<file path="src/rtl/tcm_stream_loader_pkg.sv">
// Shared definitions for the TCM stream boot loader.
//  - frame command codes
//  - FSM state encoding (CHK state only exists when LOADER_CHECKSUM_EN is defined)
//  - header byte count and bytes-per-word derivation
// Optional feature macro: LOADER_CHECKSUM_EN (8-bit payload checksum trailer).
package tcm_stream_loader_pkg;

  localparam logic [7:0] LDR_CMD_ITCM  = 8'h01;
  localparam logic [7:0] LDR_CMD_DTCM  = 8'h02;
  localparam logic [7:0] LDR_CMD_START = 8'h03;

  // ADDR_LO, ADDR_HI, CNT_LO, CNT_HI
  localparam int unsigned LDR_HDR_BYTES = 4;

`ifdef LOADER_CHECKSUM_EN
  typedef enum logic [2:0] {
    ST_IDLE    = 3'd0,
    ST_HDR     = 3'd1,
    ST_PAYLOAD = 3'd2,
    ST_CHK     = 3'd3,
    ST_RUN     = 3'd4,
    ST_ERR     = 3'd5
  } ldr_state_e;
`else
  typedef enum logic [2:0] {
    ST_IDLE    = 3'd0,
    ST_HDR     = 3'd1,
    ST_PAYLOAD = 3'd2,
    ST_RUN     = 3'd4,
    ST_ERR     = 3'd5
  } ldr_state_e;
`endif

  function automatic int unsigned ldr_bpw(input int unsigned data_w);
    return data_w / 8;
  endfunction

  // States in which the loader consumes stream bytes.
  function automatic logic ldr_accepts(input ldr_state_e s);
`ifdef LOADER_CHECKSUM_EN
    return (s == ST_IDLE) || (s == ST_HDR) || (s == ST_PAYLOAD) || (s == ST_CHK);
`else
    return (s == ST_IDLE) || (s == ST_HDR) || (s == ST_PAYLOAD);
`endif
  endfunction

endpackage

</file>
<file path="src/rtl/loader_word_pack.sv">
// Little-endian byte-to-word packer for the TCM stream loader.
// Ports:
//  clk, rst_    clock, asynchronous active-low reset
//  clear        restart packing at a new frame (drops partial word, zeroes checksum)
//  byte_en      payload byte accepted this cycle
//  byte_in      payload byte
//  word_done    combinational: this byte completes a word
//  word         completed word (valid when word_done), first byte in bits [7:0]
//  sum          (LOADER_CHECKSUM_EN only) modulo-256 sum of bytes since clear
module loader_word_pack
  import tcm_stream_loader_pkg::*;
#(
  parameter int unsigned DATA_W = 32
) (
  input  logic              clk,
  input  logic              rst_,
  input  logic              clear,
  input  logic              byte_en,
  input  logic [7:0]        byte_in,
  output logic              word_done,
  output logic [DATA_W-1:0] word
`ifdef LOADER_CHECKSUM_EN
  ,
  output logic [7:0]        sum
`endif
);

  localparam int unsigned BPW = ldr_bpw(DATA_W);
  localparam int unsigned CW  = (BPW > 1) ? $clog2(BPW) : 1;

  logic [CW-1:0]     byte_cnt;
  logic [DATA_W-1:0] word_q;

  assign word_done = byte_en && (byte_cnt == CW'(BPW - 1));

  // Bytes land in their final lane; the lane being written this cycle is
  // bypassed so the word is complete in the same cycle as its last byte.
  always_comb begin
    word = word_q;
    for (int unsigned i = 0; i < BPW; i++) begin
      if (byte_cnt == CW'(i)) word[i*8 +: 8] = byte_in;
    end
  end

  always_ff @(posedge clk or negedge rst_) begin
    if (!rst_) begin
      byte_cnt <= '0;
      word_q   <= '0;
`ifdef LOADER_CHECKSUM_EN
      sum      <= '0;
`endif
    end else if (clear) begin
      byte_cnt <= '0;
`ifdef LOADER_CHECKSUM_EN
      sum      <= '0;
`endif
    end else if (byte_en) begin
      for (int unsigned i = 0; i < BPW; i++) begin
        if (byte_cnt == CW'(i)) word_q[i*8 +: 8] <= byte_in;
      end
      byte_cnt <= word_done ? '0 : byte_cnt + 1'b1;
`ifdef LOADER_CHECKSUM_EN
      sum      <= sum + byte_in;
`endif
    end
  end

endmodule

</file>
<file path="src/rtl/tcm_stream_loader.sv">
// TCM stream boot loader: parses framed byte-stream commands, packs payload
// bytes into DATA_W words and writes them into ITCM or DTCM, then releases
// the core with cpu_start.
// Frame: CMD, ADDR_LO, ADDR_HI, CNT_LO, CNT_HI, CNT*BPW payload bytes
//        [+ checksum byte when LOADER_CHECKSUM_EN is defined and CNT != 0].
// Ports:
//  clk, rst_            clock, asynchronous active-low reset
//  in_valid/in_ready    byte stream handshake, in_data the byte
//  itcm_we/itcm_addr    ITCM word write strobe and address
//  dtcm_we/dtcm_addr    DTCM word write strobe and address
//  tcm_wdata            write data shared by both TCMs
//  cpu_start            level, high once a START frame is accepted
//  busy                 frame in progress
//  error                sticky error (illegal command or checksum mismatch)
// Optional feature macro: LOADER_CHECKSUM_EN.
module tcm_stream_loader
  import tcm_stream_loader_pkg::*;
#(
  parameter int unsigned DATA_W   = 32,
  parameter int unsigned I_ADDR_W = 10,
  parameter int unsigned D_ADDR_W = 10
) (
  input  logic                clk,
  input  logic                rst_,
  input  logic                in_valid,
  output logic                in_ready,
  input  logic [7:0]          in_data,
  output logic                itcm_we,
  output logic [I_ADDR_W-1:0] itcm_addr,
  output logic                dtcm_we,
  output logic [D_ADDR_W-1:0] dtcm_addr,
  output logic [DATA_W-1:0]   tcm_wdata,
  output logic                cpu_start,
  output logic                busy,
  output logic                error
);

  ldr_state_e state, next_state;

  logic        accept;
  logic        is_load_cmd;
  logic [1:0]  hdr_cnt;
  logic        is_dtcm;
  logic [15:0] base;
  logic [15:0] cnt;
  logic [15:0] widx;
  logic        last_word;
  logic        pack_clear;
  logic        pack_en;
  logic        word_done;
  logic [DATA_W-1:0] word;
`ifdef LOADER_CHECKSUM_EN
  logic [7:0]  sum;
`endif

  assign accept      = in_valid && in_ready;
  assign is_load_cmd = (in_data == LDR_CMD_ITCM) || (in_data == LDR_CMD_DTCM);
  assign last_word   = ((widx + 16'd1) == cnt);

  loader_word_pack #(
    .DATA_W (DATA_W)
  ) u_pack (
    .clk       (clk),
    .rst_      (rst_),
    .clear     (pack_clear),
    .byte_en   (pack_en),
    .byte_in   (in_data),
    .word_done (word_done),
    .word      (word)
`ifdef LOADER_CHECKSUM_EN
    ,
    .sum       (sum)
`endif
  );

  always_ff @(posedge clk or negedge rst_) begin
    if (!rst_) state <= ST_IDLE;
    else       state <= next_state;
  end

  always_comb begin
    next_state = state;
    pack_clear = 1'b0;
    pack_en    = 1'b0;
    case (state)
      ST_IDLE: begin
        if (accept) begin
          if (is_load_cmd) begin
            next_state = ST_HDR;
            pack_clear = 1'b1;
          end else if (in_data == LDR_CMD_START) begin
            next_state = ST_RUN;
          end else begin
            next_state = ST_ERR;
          end
        end
      end
      ST_HDR: begin
        if (accept && (hdr_cnt == 2'(LDR_HDR_BYTES - 1))) begin
          // in_data is CNT_HI; CNT_LO was captured on the previous byte
          if ({in_data, cnt[7:0]} == 16'd0) next_state = ST_IDLE;
          else                              next_state = ST_PAYLOAD;
        end
      end
      ST_PAYLOAD: begin
        pack_en = accept;
        if (word_done && last_word) begin
`ifdef LOADER_CHECKSUM_EN
          next_state = ST_CHK;
`else
          next_state = ST_IDLE;
`endif
        end
      end
`ifdef LOADER_CHECKSUM_EN
      ST_CHK: begin
        if (accept) next_state = (in_data == sum) ? ST_IDLE : ST_ERR;
      end
`endif
      ST_RUN:  next_state = ST_RUN;
      ST_ERR:  next_state = ST_ERR;
      default: next_state = ST_IDLE;
    endcase
  end

  always_ff @(posedge clk or negedge rst_) begin
    if (!rst_) begin
      in_ready  <= 1'b0;
      itcm_we   <= 1'b0;
      dtcm_we   <= 1'b0;
      itcm_addr <= '0;
      dtcm_addr <= '0;
      tcm_wdata <= '0;
      hdr_cnt   <= '0;
      is_dtcm   <= 1'b0;
      base      <= '0;
      cnt       <= '0;
      widx      <= '0;
    end else begin
      // Registered so it stays low throughout reset and tracks the state entered.
      in_ready <= ldr_accepts(next_state);
      itcm_we  <= 1'b0;
      dtcm_we  <= 1'b0;

      if ((state == ST_IDLE) && accept && is_load_cmd) begin
        is_dtcm <= (in_data == LDR_CMD_DTCM);
        hdr_cnt <= '0;
      end

      if ((state == ST_HDR) && accept) begin
        case (hdr_cnt)
          2'd0: base[7:0]  <= in_data;
          2'd1: base[15:8] <= in_data;
          2'd2: cnt[7:0]   <= in_data;
          2'd3: cnt[15:8]  <= in_data;
          default: ;
        endcase
        hdr_cnt <= hdr_cnt + 2'd1;
        widx    <= '0;
      end

      if ((state == ST_PAYLOAD) && word_done) begin
        widx      <= widx + 16'd1;
        tcm_wdata <= word;
        // Address truncation to the TCM width gives the modulo wrap.
        if (is_dtcm) begin
          dtcm_we   <= 1'b1;
          dtcm_addr <= D_ADDR_W'(base + widx);
        end else begin
          itcm_we   <= 1'b1;
          itcm_addr <= I_ADDR_W'(base + widx);
        end
      end
    end
  end

  assign busy      = (state == ST_HDR) || (state == ST_PAYLOAD)
`ifdef LOADER_CHECKSUM_EN
                   || (state == ST_CHK)
`endif
                   ;
  assign cpu_start = (state == ST_RUN);
  assign error     = (state == ST_ERR);

endmodule
</file>
<file path="config.mk">
export PLATFORM = sky130hd
export DESIGN_NAME = tcm_stream_loader
export DESIGN_NICKNAME = d
export VERILOG_FILES = /design/src/rtl/tcm_stream_loader_pkg.sv /design/src/rtl/loader_word_pack.sv /design/src/rtl/tcm_stream_loader.sv
export SDC_FILE = /design/constraint.sdc
export NUM_CORES = 1
export LEC_CHECK = 0
export ABC_AREA = 0
export CAP_MARGIN = 20
export CORE_AREA = 2 2 150 152
export DETAILED_ROUTE_END_ITERATION = 7
export DIE_AREA = 0 0 152 154
export DONT_BUFFER_PORTS = 1
export GPL_TIMING_DRIVEN = 1
export HOLD_SLACK_MARGIN = 0.15
export PLACE_DENSITY_LB_ADDON = 0.2
export RECOVER_POWER = 25
export SYNTH_ARGS = -nofsm -noshare
export SYNTH_HDL_FRONTEND = slang
export SYNTH_SLANG_ARGS = --single-unit
</file>
<file path="constraint.sdc">
create_clock -name clk -period 3.2 [get_ports clk]
set_input_delay 0.16 -clock clk [delete_from_list [all_inputs] [get_ports clk]]
set_output_delay 0.16 -clock clk [all_outputs]
set_load 0.01 [all_outputs]
</file>
**Word level (Yosys, flattened, before mapping)**

Index checks and enable logic that the tools add are counted.

- Register bits: 137
- Output and inout port bits: 58
- Bits of input ports: 11
- Word-level logic and storage cells: 91

- Add/subtract/negate cells: 4
- Mux-type cells: 26
- Bitwise logic cells: 2
- Eq/ne operators: 16
- Reductions and logical operators: 27

Operator list:

| operator | number |
|---|---|
| 16-bit two-way mux | 2 |
| 8-bit two-way mux | 4 |
| 16-bit by 1-bit adder with 16-bit output (second input constant) | 1 |
| 16-bit equality test | 1 |
| 8-bit by 2-bit equality test with 1-bit output (second input constant) | 2 |
| 16-bit logical NOT | 1 |
| 3-bit case mux with 5 select lines | 1 |
| 2-bit AND reduction | 7 |
| 2-bit two-way mux | 6 |
| 3-bit two-way mux | 4 |
| 10-bit adder | 1 |
| 1-bit two-way mux | 9 |
| 2-bit equality test (second input constant) | 4 |
| 8-bit by 1-bit equality test with 1-bit output (second input constant) | 1 |
| 1-bit logical AND | 8 |
| 3-bit by 1-bit equality test with 1-bit output (second input constant) | 2 |
| 3-bit by 2-bit equality test with 1-bit output (second input constant) | 2 |
| 3-bit equality test (second input constant) | 2 |
| 3-bit logical NOT | 2 |
| 2-bit nonzero test | 3 |
| 2-bit by 1-bit adder with 2-bit output (second input constant) | 2 |
| 2-bit by 1-bit equality test with 1-bit output (second input constant) | 2 |
| 2-bit logical NOT | 2 |
| 1-bit logical OR | 4 |
| 1-bit inverter | 2 |

**Logic depth before layout (Yosys ltp)**

Gate-level depths: netlist of run 1.

- Depth in word-level cells: 9
- Gate-level depth with buffers: 9
- Depth with buffers taken out: 9

**Cells and area by module**

From an unflattened synthesis of run 1, not the netlist that was laid out.

- Cell total of the unflattened synthesis: 640
- Area total of the unflattened synthesis: 6912.9 um^2

Modules (own cells, without submodules):

| module | cells each | area each (um^2) | instances |
|---|---|---|---|
| tcm_stream_loader | 521 | 5113.7 | 1 |
| loader_word_pack | 119 | 1799.2 | 1 |

**Worst setup path before layout of run 1**

OpenSTA, ideal clock, no wires.

- Path type: flip-flop to flip-flop
- From: reg widx[0]
- To: reg itcm_addr[6]
- Stages on the path, launching flop included: 10
- Path slack: 1090 ps
- Data arrival time: 1985 ps
- Data required time: 3075 ps
- Library setup time: 125 ps
- Cell sequence: dfrtp_1 ha_1 inv_1 fa_1 nor2b_1 o21ai_0 a21boi_0 o31a_1 a21oi_1 mux2_2

- Word-level cells in the longest chain between the ends: 1

Ends and longest elaborated chain:

| element | RTL line | text |
|---|---|---|
| start: declaration | tcm_stream_loader.sv:46 | `logic [15:0] widx;` |
| start signal: assignment | tcm_stream_loader.sv:163 | `widx <= widx + 16'd1;` |
| 10-bit adder | tcm_stream_loader.sv:171 | `itcm_addr <= I_ADDR_W'(base + widx);` |
| end signal: assignment | tcm_stream_loader.sv:171 |  |
| end: declaration | tcm_stream_loader.sv:29 | `output logic [I_ADDR_W-1:0] itcm_addr,` |

Every way passes these cells.
A chain may end at the register's enable or synchronous reset.

**Final worst setup path of run 1**

Same ends and word-level chain as after synthesis.

==> flow_summary.ini, run 1 <==
[synthesis]
synthCells = 620
syn_area_mm2 = 0.006405
yosysUniqueCellTypes = 57
synthTopCellsByCount = dfrtp_1, nand2_1, o21ai_0
yosysMostFrequentCell = dfrtp_1
synth_edf_count = 0
ys.flop_type = dfrtp_1
async_flop_share_pct = 100.0
postSynthAreaPerCell_um2 = 10.33
yosysTopAreaCell = dfrtp_1
synth-warning-count = 0
yosysTopAreaCellShare_pct = 50.40
yosysSeqAreaShare_pct = 50.40
ys_top_cells_by_area = dfrtp_1, mux2_2, nand2_1
synth_fp_nets = 650
yosys_register_bits = 129

[grt]
grt_max_degree = 130
antenna_found_initial = 2
grt_usage_pct = 14.58
grt_pass1_vias = 4656
grt_pass1_wl_um = 26530
overflow = 0

[timing]
finalHoldViolCount = 0
tightest_slew_ns = 1.799
fin_crit_ns = 2.439
fin_tns_setup_ns = 0
finClkSkew_ns = 0.01257
fin_crit_sh_pct = 76.23
setup_viol_count_final = 0
max_freq_mhz = 409.9
drv_slew = 130
rsz0062_at_grt = no
hold_ws_ns = 0.1755
maxSlewHeadroom_pct = -19.95

[finish]
nets = 650
drive_gt1_share_pct = 15.17
syn_to_final_growth_pct = 15.28

[worst_setup_path]
path_cells = ha_1, inv_1, fa_1, nor2b_1, o21ai_0, a21boi_0, o31a_1, a21oi_1, mux2_2
critPathMaxStageDelay_ns = 0.49
cp-start-kind = register
cpMaxStageDelayCell = dfrtp_1
cpLargestDelayFamily = compound AO/OA/AOI/OAI gates
crit_fanout = 8
cp.required_ns = 3.50
crit_type = register to register
path_buf_inv = 1
crit_path_end_kind = register
critPathArrivalTime_ns = 2.74

[hold_path]
holdCritPathClass = input pin to register

[clocking]
cts.sinks = 129
clk_path_buf_depth = 2
clk_latency_ns = 0.42
cts_tree = built
numCtsBuffers = 17
root_buffer = clkbuf_16
clk_pin_slew_ns = 0.06
htreeDepth = 4

[die]
initial_core_util_pct = 29.53
die_y_um = 154
fp.dieW_um = 152
num_rows = 54
coreArea_mm2 = 0.02169
ios = 69
die_area_mm2 = 0.02341

[route]
via_per_inst = 4.922
drt_wl_total_um = 16550
routed-via-count = 4504
final_antenna_net_count = 0
avgRoutedWirePerCell_um = 18.09
firstDrtPassIters = 4
detail_route.iter0.violations = 330
drc = 0

[placement]
portBuffers = 0
hpwl_um = 10980
globalplace.congestion = 0.9081

[status]
violations = capacitance limit, slew limit
status = complete, but fails checks

[pwr]
power_density_mw_per_mm2 = 744.9
peakVddDrop_v = 0.0004386
p_leak_uw = 0.003392

[run]
drv_cap = 1
==> worst paths after layout <==
kind,start,endpoint,slack [ns],depth (start not counted)
worst min register to register,base[8]$_DFFE_PN0P_,base[8]$_DFFE_PN0P_,0.49,2
worst min-delay path,in_valid,state[0]$_DFF_PN0_,0.18,2
worst max register to register,widx[0]$_DFFE_PN0P_,itcm_addr[6]$_DFFE_PN0P_,0.76,9
worst max-delay path,widx[0]$_DFFE_PN0P_,itcm_addr[6]$_DFFE_PN0P_,0.76,9
min in group asynchronous,rst_,itcm_addr[1]$_DFFE_PN0P_,0.74,2
max in group asynchronous,rst_,u_pack.byte_cnt[1]$_DFFE_PN0P_,1.28,2
==> state kept, by name (all words and copies together) (netlist names), 3 cells and up <==
signal / count
dtcm_addr: 10
tcm_wdata: 32
u_pack.word_q: 24
base: 10
state: 3
itcm_addr: 10
widx: 16
cnt: 16
==> cell type report <==
class                           instances  area (µm²)
Fill cell                            2166       14310
Tap cell                              280       350.3
Multi-Input combinational cell        440        2960
Clock buffer                           18       429.2
Antenna cell                            2       5.005
Inverter                               15       56.30
Sequential cell                       129        3228
Timing Repair Buffer                   17       152.6
Clock inverter                         14       201.4
==> report_power, final <==
group          internal [µW]  switching (µW)  total (µW)
Combinational            461             550        1010
Sequential              2010             374        2390
Clock                   1320             782        2100
==> cells in the final DEF, fill, tap and decap left out, types with 3 or more instances in the layout <==
| master | netlist | layout |
|---|---|---|
| a211oi_1 | 5 | 5 |
| a21oi_1 | 12 | 12 |
| a31oi_1 | 6 | 6 |
| and3_1 | 6 | 6 |
| and4_1 | 4 | 4 |
| buf_4 | 2 | 6 |
| bufinv_16 | 0 | 4 |
| clkbuf_16 | 0 | 17 |
| dfrtp_1 | 129 | 129 |
| dlygate4sd3_1 | 0 | 10 |
| ha_1 | 18 | 18 |
| inv_1 | 15 | 15 |
| inv_6 | 0 | 4 |
| mux2_2 | 51 | 51 |
| mux2i_1 | 24 | 24 |
| nand2_1 | 102 | 102 |
| nand2b_1 | 5 | 5 |
| nand3_1 | 15 | 14 |
| nand4_1 | 6 | 6 |
| nor2_1 | 27 | 27 |
| nor2b_1 | 4 | 4 |
| nor3_1 | 3 | 3 |
| nor3b_1 | 4 | 4 |
| nor4_1 | 4 | 4 |
| nor4b_1 | 3 | 3 |
| o21a_1 | 4 | 4 |
| o21ai_0 | 69 | 69 |
| o31ai_1 | 6 | 6 |
| xnor2_1 | 14 | 14 |
| xor2_1 | 15 | 15 |
==> cells by family (layout without fill, tap and decap cells) <==
kind of cell / Yosys count / count (layout) / synth area share, %
AOI/OAI and AO/OA: 119 / 119 / 10.82
xor gates and xnor gates: 29 / 29 / 3.966
adders and majority gates: 19 / 19 / 3.829
buffers and inverters: 51 / 64 / 3.458
DFF: 129 / 129 / 50.40
muxes: 75 / 75 / 12.72
other: 0 / 2 / 0
and+or+nand+nor: 198 / 198 / 14.81
==> through the flow <==
stage	worst slack, ns	util, %	cell area (µm²)	cells	power [µW]
2_1_floorplan	1.090	-	6405	620	3128
3_3_place_gp	0.9236	30.62	6640	870	3344
3_5_place_dp	0.7977	30.62	6640	870	3383
4_1_cts	0.7767	34.11	7398	913	5582
5_1_grt	0.5212	34.04	7383	915	5841
6_report	0.7605	34.04	7383	915	5500
==> routing by layer <==
metal	vias up	wire, µm	track usage [%]
met2	88	7886	23.87
li1	2173	-	-
met5	-	0	0
met3	8	966	5.214
met4	0	134	4.139
met1	2235	7562	18.21
==> what timing repair did <==
item / 4_1_cts / 5_1_grt
hold buffers: 11 / 0
gates resized for setup: 0 / 0
hold endpoints to repair: 219 / 0
setup buffers: 0 / 0
Power figures use the tool's default switching activity.
==> run 2: changes to the inputs <==
- clock period: 3.2 -> 2.3 ns (I/O delays scaled with it)
==> flow_summary.ini, run 2 (same netlist as run 1, synthesis figures left out) <==
[worst_setup_path]
cp.required_ns = 2.65
critPathArrivalTime_ns = 2.51
cp-start-kind = register
crit_fanout = 5
crit_type = register to register
r2r_cells = 9
critPathMaxStageDelay_ns = 0.49
path_cells = ha_1, inv_1, fa_1, nor2b_1, o21ai_1, a21boi_1, o31a_1, or4_1, nand3_1
crit_path_end_kind = register
cpMaxStageDelayCell = or4_1

[die]
num_rows = 54
coreArea_mm2 = 0.02169
die_y_um = 154
fp.dieW_um = 152
initial_core_util_pct = 29.53
ios = 69
die_area_mm2 = 0.02341

[pwr]
peakVddDrop_v = 0.0004514
p_comb_share_pct = 18.8
switching_share_pct = 30.07
power.switching_uw = 2345
internal_power_uw = 5452
p_clk_share_pct = 39.0
total_power_uw = 7797
p_leak_uw = 0.003507
seqPwrFrac_pct = 42.2
power_density_mw_per_mm2 = 1030

[clocking]
numCtsBuffers = 17
clk_path_buf_depth = 2
clk_pin_slew_ns = 0.06
cts_tree = built
htreeDepth = 4
root_buffer = clkbuf_16
cts_setup_buffers = 0
cts.sinks = 129
clk_latency_ns = 0.42
postCtsHoldBufs = 9

[finish]
regMostFlops = tcm_wdata
final_common_cell = dfrtp_1
nets = 671
final_util_pct = 34.91
top_regs = tcm_wdata (32), u_pack.word_q (24)
syn_to_final_growth_pct = 18.21
drive_gt1_share_pct = 18.35
num-fill-cells = 2139
final_area_mm2 = 0.007571
n_antenna_cell = 0
layout_common_cells = dfrtp_1, nand2_1, o21ai_0
largest_reg_flops = 32

[grt]
grt_pass1_vias = 4699
grt_pass1_wl_um = 26810
grt_usage_pct = 14.55
grt_max_degree = 130
overflow = 0
antenna_found_initial = 0

[timing]
max_freq_mhz = 463.8
fin_crit_sh_pct = 93.75
tightest_slew_ns = 0.7943
maxSlewHeadroom_pct = 46.87
drv_slew = 0
rsz0062_at_grt = no
setup_slack_ns = 0.1439
fin_tns_setup_ns = 0
finClkSkew_ns = 0.006741
finalHoldViolCount = 129
fin_crit_ns = 2.156
hold_ws_ns = -0.6130
setup_viol_count_final = 0

[status]
status = complete, but fails checks
violations = hold timing

[placement]
place_ws_ns = 0.07955
globalplace.congestion = 0.9041
place_area_mm2 = 0.006813
portBuffers = 0
hpwl_um = 11020

[route]
firstDrtPassIters = 5
drc = 0
final_antenna_net_count = 0
avgRoutedWirePerCell_um = 17.72
detail_route.iter0.violations = 285
via_per_inst = 4.958
drt_wl_total_um = 16550
routed-via-count = 4631

[hold_path]
holdCritPathClass = input pin to asynchronous set/reset pin

[run]
drv_cap = 0
[run 2: cell types whose count changed in the layout (fill, tap and decap cells not counted), moves of 2 or more]
cell	change
nor3_1	-2
buf_4	+23
nor3_2	+2
clkinv_2	-2
diode_2	-2
[run 2: layer usage]
metal	GRT usage [%]	wire [µm]	up-vias
met5	0	0	-
met4	3.204	89	0
met3	5.271	1120	6
met2	24.20	8011	104
met1	18.20	7331	2304
li1	-	-	2217
[run 2: path summary, 6_finish.rpt]
path / from / end / slack (ns)
min in group clk: in_data[5] / is_dtcm$_DFFE_PN0P_ / 0.24
worst max-delay path: base[0]$_DFFE_PN0P_ / dtcm_addr[8]$_DFFE_PN0P_ / 0.14
max in group asynchronous: rst_ / base[1]$_DFFE_PN0P_ / 2.66
worst min-delay path: rst_ / itcm_addr[1]$_DFFE_PN0P_ / -0.61
worst max register to register: base[0]$_DFFE_PN0P_ / dtcm_addr[8]$_DFFE_PN0P_ / 0.14
worst min register to register: u_pack.word_q[8]$_DFFE_PN0P_ / u_pack.word_q[8]$_DFFE_PN0P_ / 0.48
[run 2: metrics by stage]
step	hold WS, ns	cells
2_1_floorplan	-0.1806	620
3_3_place_gp	-0.1768	893
3_5_place_dp	-0.1770	893
4_1_cts	-0.6251	934
5_1_grt	-0.6321	934
6_report	-0.6130	934
[run 2: critical path, delay by kind of cell (launching register included)]
kind / cells / cell delay, ns
AND/OR/NAND/NOR: 3 / 0.65
AO/OA/AOI/OAI: 3 / 0.58
adder cells (fa/ha/maj): 2 / 0.41
flip-flops: 1 / 0.38
buffers and inverters: 1 / 0.08
[run 2: final cells by class]
| cell class | instances | area, µm² | share of cell area [%] |
|---|---|---|---|
| Tap cell | 280 | 350.3 | 4.627 |
| Sequential cell | 129 | 3228 | 42.64 |
| Clock buffer | 19 | 432.9 | 5.718 |
| Timing Repair Buffer | 38 | 307.8 | 4.065 |
| Multi-Input combinational cell | 440 | 2972 | 39.25 |
| Clock inverter | 13 | 224.0 | 2.958 |
| Inverter | 15 | 56.30 | 0.7437 |
[run 2: power by group through the flow]
stage	registers [µW]	logic [µW]	clock network, µW
2_1_floorplan	3220	1130	0
3_3_place_gp	3320	1390	0
3_5_place_dp	3340	1440	0
4_1_cts	3300	1490	3110
5_1_grt	3360	1660	3200
6_report	3290	1460	3040
[run 2: timing repair]
| action | 4_1_cts | 5_1_grt |
|---|---|---|
| setup endpoints to repair | 0 | 5 |
| endpoints found under the hold margin | 219 | 129 |
| resized for setup | 0 | 5 |
